`config.mk`:
```
export PLATFORM = sky130hd
export DESIGN_NAME = uart_tx_arbiter
export DESIGN_NICKNAME = d
export VERILOG_FILES = /design/src/rtl/uart_arb_pkg.sv /design/src/rtl/rr_arbiter.sv /design/src/rtl/uart_tx_arbiter.sv
export SDC_FILE = /design/constraint.sdc
export NUM_CORES = 1
export LEC_CHECK = 0
export CAP_MARGIN = 0
export CELL_PAD_IN_SITES_DETAIL_PLACEMENT = 0
export CELL_PAD_IN_SITES_GLOBAL_PLACEMENT = 2
export CORE_ASPECT_RATIO = 1.5
export CORE_MARGIN = 1.5
export CORE_UTILIZATION = 27
export DETAILED_ROUTE_END_ITERATION = 16
export PLACE_DENSITY_LB_ADDON = 0.1
export SETUP_SLACK_MARGIN = 0.15
export SLEW_MARGIN = 30
export SYNTH_ARGS = -nofsm -noshare
export SYNTH_HDL_FRONTEND = slang
export SYNTH_SLANG_ARGS = --single-unit
```
`constraint.sdc`:
```
create_clock -name clk -period 5.3 [get_ports clk]
set_input_delay 1.325 -clock clk [delete_from_list [all_inputs] [get_ports clk]]
set_output_delay 1.325 -clock clk [all_outputs]
set_load 0.01 [all_outputs]
```
`src/rtl/uart_arb_pkg.sv`:
```
// Shared types and default sizing for the UART transmit arbiter slice.
package uart_arb_pkg;

    typedef enum logic [0:0] {
        IDLE   = 1'b0,
        LOCKED = 1'b1
    } arb_state_e;

    localparam int N_REQ_DEFAULT          = 3;
    localparam int TIMEOUT_CYCLES_DEFAULT = 1024;

    function automatic int width_min1(input int n);
        return (n > 1) ? $clog2(n) : 1;
    endfunction

endpackage

```
`src/rtl/rr_arbiter.sv`:
```
// Combinational round-robin pick: first active request after last_grant, wrapping.
module rr_arbiter
    import uart_arb_pkg::*;
#(
    parameter int N_REQ = N_REQ_DEFAULT,
    parameter int GW    = width_min1(N_REQ)
) (
    input  logic [N_REQ-1:0] req,
    input  logic [GW-1:0]    last_grant,
    output logic [GW-1:0]    winner,
    output logic             any_req
);

    int   idx_s;
    logic hit_s;

    // Scan requesters starting one past the previous owner; the first hit wins.
    always_comb begin
        winner  = last_grant;
        any_req = 1'b0;
        idx_s   = 0;
        hit_s   = 1'b0;
        for (int i = 1; i <= N_REQ; i++) begin
            idx_s   = (int'(last_grant) + i) % N_REQ;
            hit_s   = req[idx_s] & ~any_req;
            winner  = hit_s ? GW'(idx_s) : winner;
            any_req = any_req | req[idx_s];
        end
    end

endmodule

```
`src/rtl/uart_tx_arbiter.sv`:
```
// Frame-locked round-robin arbiter sharing one UART transmitter among N_REQ
// byte streams, with forced release after TIMEOUT_CYCLES idle cycles.
module uart_tx_arbiter
    import uart_arb_pkg::*;
#(
    parameter int N_REQ          = N_REQ_DEFAULT,
    parameter int TIMEOUT_CYCLES = TIMEOUT_CYCLES_DEFAULT
) (
    input  logic                          clk,
    input  logic                          reset,
    input  logic [N_REQ-1:0]              req_valid,
    input  logic [N_REQ-1:0][7:0]         req_data,
    input  logic [N_REQ-1:0]              req_last,
    output logic [N_REQ-1:0]              req_ready,
    output logic                          uart_tx_valid,
    output logic [7:0]                    uart_tx_data,
    input  logic                          uart_tx_ready,
    output logic [width_min1(N_REQ)-1:0]  grant_id,
    output logic                          busy,
    output logic                          timeout_pulse
);

    localparam int GW = width_min1(N_REQ);
    localparam int CW = width_min1(TIMEOUT_CYCLES);
    localparam logic [CW-1:0] CNT_MAX = CW'(TIMEOUT_CYCLES - 1);

    arb_state_e    state_r;
    logic [GW-1:0] last_grant_r;
    logic [CW-1:0] idle_cnt_r;
    logic [GW-1:0] winner_s;
    logic          any_req_s;

    rr_arbiter #(
        .N_REQ (N_REQ),
        .GW    (GW)
    ) u_rr (
        .req        (req_valid),
        .last_grant (last_grant_r),
        .winner     (winner_s),
        .any_req    (any_req_s)
    );

    // Owner's stream is passed straight through so the UART sees no extra latency.
    always_comb begin
        uart_tx_valid = 1'b0;
        uart_tx_data  = 8'h00;
        req_ready     = '0;
        if (state_r == LOCKED) begin
            uart_tx_valid       = req_valid[grant_id];
            uart_tx_data        = req_data[grant_id];
            req_ready[grant_id] = uart_tx_ready;
        end else begin
            uart_tx_valid = 1'b0;
            uart_tx_data  = 8'h00;
            req_ready     = '0;
        end
    end

    // Arbitration FSM; a stalled UART keeps valid high, which holds the idle counter at zero.
    always_ff @(posedge clk) begin
        if (reset) begin
            state_r       <= IDLE;
            grant_id      <= '0;
            last_grant_r  <= GW'(N_REQ - 1);
            idle_cnt_r    <= '0;
            timeout_pulse <= 1'b0;
            busy          <= 1'b0;
        end else begin
            timeout_pulse <= 1'b0;
            case (state_r)
                IDLE: begin
                    if (any_req_s) begin
                        state_r    <= LOCKED;
                        grant_id   <= winner_s;
                        idle_cnt_r <= '0;
                        busy       <= 1'b1;
                    end else begin
                        busy <= 1'b0;
                    end
                end
                LOCKED: begin
                    if (req_valid[grant_id]) begin
                        idle_cnt_r <= '0;
                        if (uart_tx_ready && req_last[grant_id]) begin
                            state_r      <= IDLE;
                            last_grant_r <= grant_id;
                            busy         <= 1'b0;
                        end else begin
                            busy <= 1'b1;
                        end
                    end else if (idle_cnt_r == CNT_MAX) begin
                        state_r       <= IDLE;
                        last_grant_r  <= grant_id;
                        idle_cnt_r    <= '0;
                        timeout_pulse <= 1'b1;
                        busy          <= 1'b0;
                    end else begin
                        idle_cnt_r <= idle_cnt_r + CW'(1);
                    end
                end
                default: begin
                    state_r <= IDLE;
                    busy    <= 1'b0;
                end
            endcase
        end
    end

endmodule

```
* After elaboration in Yosys (flattened, before gate mapping)
Cells that the tools add are included.
W data, S select, Z words.
** Cells by class
- $add $sub $neg :: 4
- Div/mod/pow operators :: 3
- $lt $le $gt $ge :: 5
- Eq/ne operators :: 4
- Mux-type cells :: 39
- Bitwise gates (word level) :: 8
- Reductions and logical operators :: 6
** Operators with widths (number)
- $lt A32 B4 Y1 const B :: 3
- $mod A32 B3 Y32 const B :: 3
- $mux W10 :: 3
- $pmux W10 S2 :: 1
- $mux W1 :: 17
- $bmux W8 S2 :: 1
- $mux W8 :: 2
- $mux W2 :: 6
- $add A10 B1 Y10 const B :: 1
- $bmux W1 S2 :: 5
- $eq A10 B10 Y1 const B :: 1
- $add A2 B2 Y3 const B :: 2
- $pmux W1 S2 :: 2
- $add A2 B1 Y3 const B :: 1
- $and A3 B3 Y3 :: 1
- $lt A2 B3 Y1 const B :: 1
- $mux W3 :: 1
- $ne A3 B1 Y1 const B :: 1
- $not A1 Y1 :: 3
- $reduce_and A3 Y1 :: 1
- $reduce_or A3 Y1 :: 1
- $and A1 B1 Y1 :: 2
- $demux W1 S2 :: 1
- $ge A2 B1 Y1 const B :: 1
- other kinds (6) :: 8
** Storage, ports and cells
- Register bits after elaboration :: 17
- Output and inout bits :: 16
- Word-level logic and storage cells :: 75

* Depth between registers and ports, before layout
- Depth after elaboration :: 9
- Depth in mapped cells :: 8

* Modules after synthesis
Synthesis repeated with hierarchy kept, for this count alone.
** Second synthesis, totals
- Cells, all modules :: 177
- Area total of the unflattened synthesis :: 1352.5 um^2
** Modules (own cells, without submodules)
- uart_tx_arbiter :: instances 1, cells each 143, area each 1093.5 um^2
- rr_arbiter :: instances 1, cells each 34, area each 259.0 um^2

* Worst setup path before layout
OpenSTA, ideal clock, no wires.
- Path kind :: input to output
- Start :: input req_valid[2]
- End :: output uart_tx_valid
- Arrival time :: 1.891 ns
- Setup slack :: 2.084 ns
- Cell stages on the path :: 4
- Buffers on the path :: 1
- Cells stage by stage :: buf_2 nand3b_1 o21a_1 nor2_1
** On the way
- Longest elaborated chain between the ends :: 3
** Ends and longest elaborated chain
- start: declaration :: line uart_tx_arbiter.sv:11 : input logic [N_REQ-1:0] req_valid,
- $bmux W1 S2 :: line uart_tx_arbiter.sv:49 : uart_tx_valid = req_valid[grant_id];
- $mux W1 (implied by the code) :: line uart_tx_arbiter.sv:49
- $mux W1 :: line uart_tx_arbiter.sv:48 : if (state_r == LOCKED) begin
- end: declaration :: line uart_tx_arbiter.sv:15 : output logic uart_tx_valid,
No other way between the ends. The select of a mux whose other input is x is not followed.

* Final worst setup path
- Start :: input req_valid[1]
- End :: output uart_tx_valid
The elaborated chain is that of the path after synthesis.

==> reports/metrics.cfg <==
[floorplanning]
initial_core_util_pct=28.17
dieArea_sq_mm=0.005891
die_w_um=63.17
num_rows=32
pin_count=49
die_y_um=93.26
core_sq_mm=0.005205

[routing]
wl_per_cell_um=14.06
num_vias=1583
drt_wl_total_um=4274
drt-vias-per-instance=5.207
drc_errors=0
drtIter0Drc=52
dr.pass1.iters=5
ant_nets=0

[timing]
setup_ws_ps=831.6
period_share_pct=84.31
rsz0062_at_grt=false
max_slew_margin_pct=45.28
max_freq_mhz=223.8
worst_slew_pin_slew_ps=819.7
finClkSkew_ps=3.948
holdWs_ps=473.5
setup_tns_ps=0
post-route-min-period_ps=4468
drv_slew=0
setup_violations=0
finalHoldViolCount=0

[clock_network]
cts_resized=0
cts_buffers=3
postCtsHoldBufs=0
tritoncts=done
post-cts-setup-buffers=0
cts-root-buf=clkbuf_8
clk_pin_slew_ps=70
clk_latency_ps=260
clk_path_buf_depth=2
htree_num_levels=1
cts.sinks=17

[global_route]
grt_max_degree=21
overflow=0
antenna_found_initial=0
grt_pass1_wl_um=6686
grtUsageTotal_pct=14.25
grt_pass1_vias=1438

[hold_path]
hold_path_class=reg -> reg
hold_end=busy
hp-start=busy
holdPathStages=2

[worst_setup_path]
worst_ep_required_time_ps=3970
ff2ff_setup_slack_ps=3030
r2r-end=idle_cnt_r[2]
critPathMostFrequentCell=clkdlybuf4s50_1
cp_slowest_cell=clkdlybuf4s50_1
start_kind=input port
crit_fanout=15
cpPeakStageDelay_ps=730
r2r_start=last_grant_r[0]
cp-end-kind=output pin
cp.arrival_ps=3140
r2r_cells=7
path_cells=clkdlybuf4s50_1, mux2i_1, o21a_1, nor2_1, clkdlybuf4s50_1
critPathKind=in -> out

[layout]
antennaDiodeCount=0
layout_common_cells=clkdlybuf4s50_1 (48), nor2_1 (31), a21oi_1 (18)
layout_commonest_cell=clkdlybuf4s50_1
area_growth_syn_to_layout_pct=36.69
drive_above_1_share_pct=6.780
nets=273

[yosys]
syn_inst=198
synth-edff-count=0
ys.flop_type=dfxtp_1
ys_types=48
ys_warn_count=0
syn-cell-area_sq_mm=0.001466
syn-num-nets=234
synth-seq-cells=17
synth-async-reset-ratio_pct=0
syn_avg_cell_area_sq_um=7.406
ys_seq_area_share_pct=23.21

[power]
power.combinational.fraction_pct=34.7
power.density_mw_per_mm2=187.0
pwr-share-clk_pct=26.6
p_leak_nw=0.7201
p_int_mw=0.2556
power_frac_seq_pct=38.7
p_sw_share_pct=31.81
power.switching_mw=0.1192
irDropWorstVdd_mv=0.06946

[placement]
place_hpwl_um=3319
dp_slack_ps=792.0
port_buffers=48
routabilityCongestion=0.8099

[outcome]
status=finished, final reports clean

[flow_run]
max_cap_violations=0

[layer usage]
| metal | GRT usage, % | wire, um | vias up |
|---|---|---|---|
| met5 | 0 | 0 | - |
| met4 | 5.435 | 58 | 0 |
| met3 | 1.324 | 85 | 5 |
| met2 | 27.93 | 2355 | 28 |
| met1 | 15.48 | 1774 | 752 |
| li1 | - | - | 798 |
[Yosys cell counts, types with 2 or more instances]
cell	number	area (sq um)
a31oi_1	7	43.79
a311oi_2	2	30.03
nor2b_1	3	18.77
a21oi_1	18	90.09
nand3_1	8	40.04
o21ai_0	7	35.03
clkbuf_1	6	22.52
a22oi_1	2	15.01
o21ai_1	2	10.01
buf_2	5	25.02
nor3b_1	2	15.01
mux2i_1	13	130.1
and3_1	3	18.77
a22o_1	2	17.52
nor3_4	2	32.53
or4b_1	2	20.02
ha_1	3	37.54
nor2_1	31	116.4
buf_6	2	22.52
dfxtp_1	17	340.3
or4_1	2	15.01
nand2_2	2	12.51
nand3b_1	3	22.52
o32a_1	2	20.02
nor3_1	7	35.03
nand2_1	14	52.55
inv_1	6	22.52
nand2b_1	5	31.28
[layout make-up]
type	count	area, sq um
multi-input combinational	161	1030
clock buffer	3	41.29
timing repair buffer	48	480.5
tap	68	85.08
inverter	6	22.52
clock inverter	1	5.005
fill	579	3201
sequential	17	340.3
[metrics by stage]
step	util [%]	area, sq um	power [mW]	cells
global route	38.51	2004	0.3971	304
floorplan	-	1466	0.2206	198
detailed placement	37.62	1958	0.2791	300
CTS	38.51	2004	0.3791	304
finish	38.51	2004	0.3748	304
global placement	37.62	1958	0.2783	300
[how the worst max path moves through the flow]
stage,slack (ps),end,cells past startpoint,from
after detailed placement,790,uart_tx_valid,5,req_valid[1]
after floorplan,2080,uart_tx_valid,4,req_valid[2]
after CTS,800,uart_tx_valid,5,req_valid[1]
after global routing,720,uart_tx_valid,5,req_valid[1]
after global placement,830,uart_tx_valid,5,req_valid[1]
final,830,uart_tx_valid,5,req_valid[1]
[worst max-delay path: cells and delay by family]
family,cells,cell delay [ps]
simple gates,1,90
compound gates,1,250
buf+inv,2,1290
mux,1,190
[registers in the layout (all words and copies together), names as in the netlist]
name and count:
busy 1, grant_id 2, timeout_pulse 1, idle_cnt_r 10
state_r 1, last_grant_r 2
[power by group through the flow]
stage	clock network (mW)	registers, mW	logic, mW
floorplan	0	0.139	0.0816
global placement	0	0.148	0.130
detailed placement	0	0.148	0.131
CTS	0.102	0.145	0.132
global route	0.108	0.147	0.143
finish	0.0997	0.145	0.130
[cells by family (layout without fill, tap and decap cells)]
family,Yosys count,after routing,share of synthesized area (%)
AOI/OAI and AO/OA,53,53,24.66
and+or+nand+nor,91,91,33.53
xor gates and xnor gates,1,1,0.5974
adders and majority gates,3,3,2.560
buffers and inverters,20,58,6.569
muxes,13,13,8.873
DFF,17,17,23.21
(Power assumes the default switching activity.)
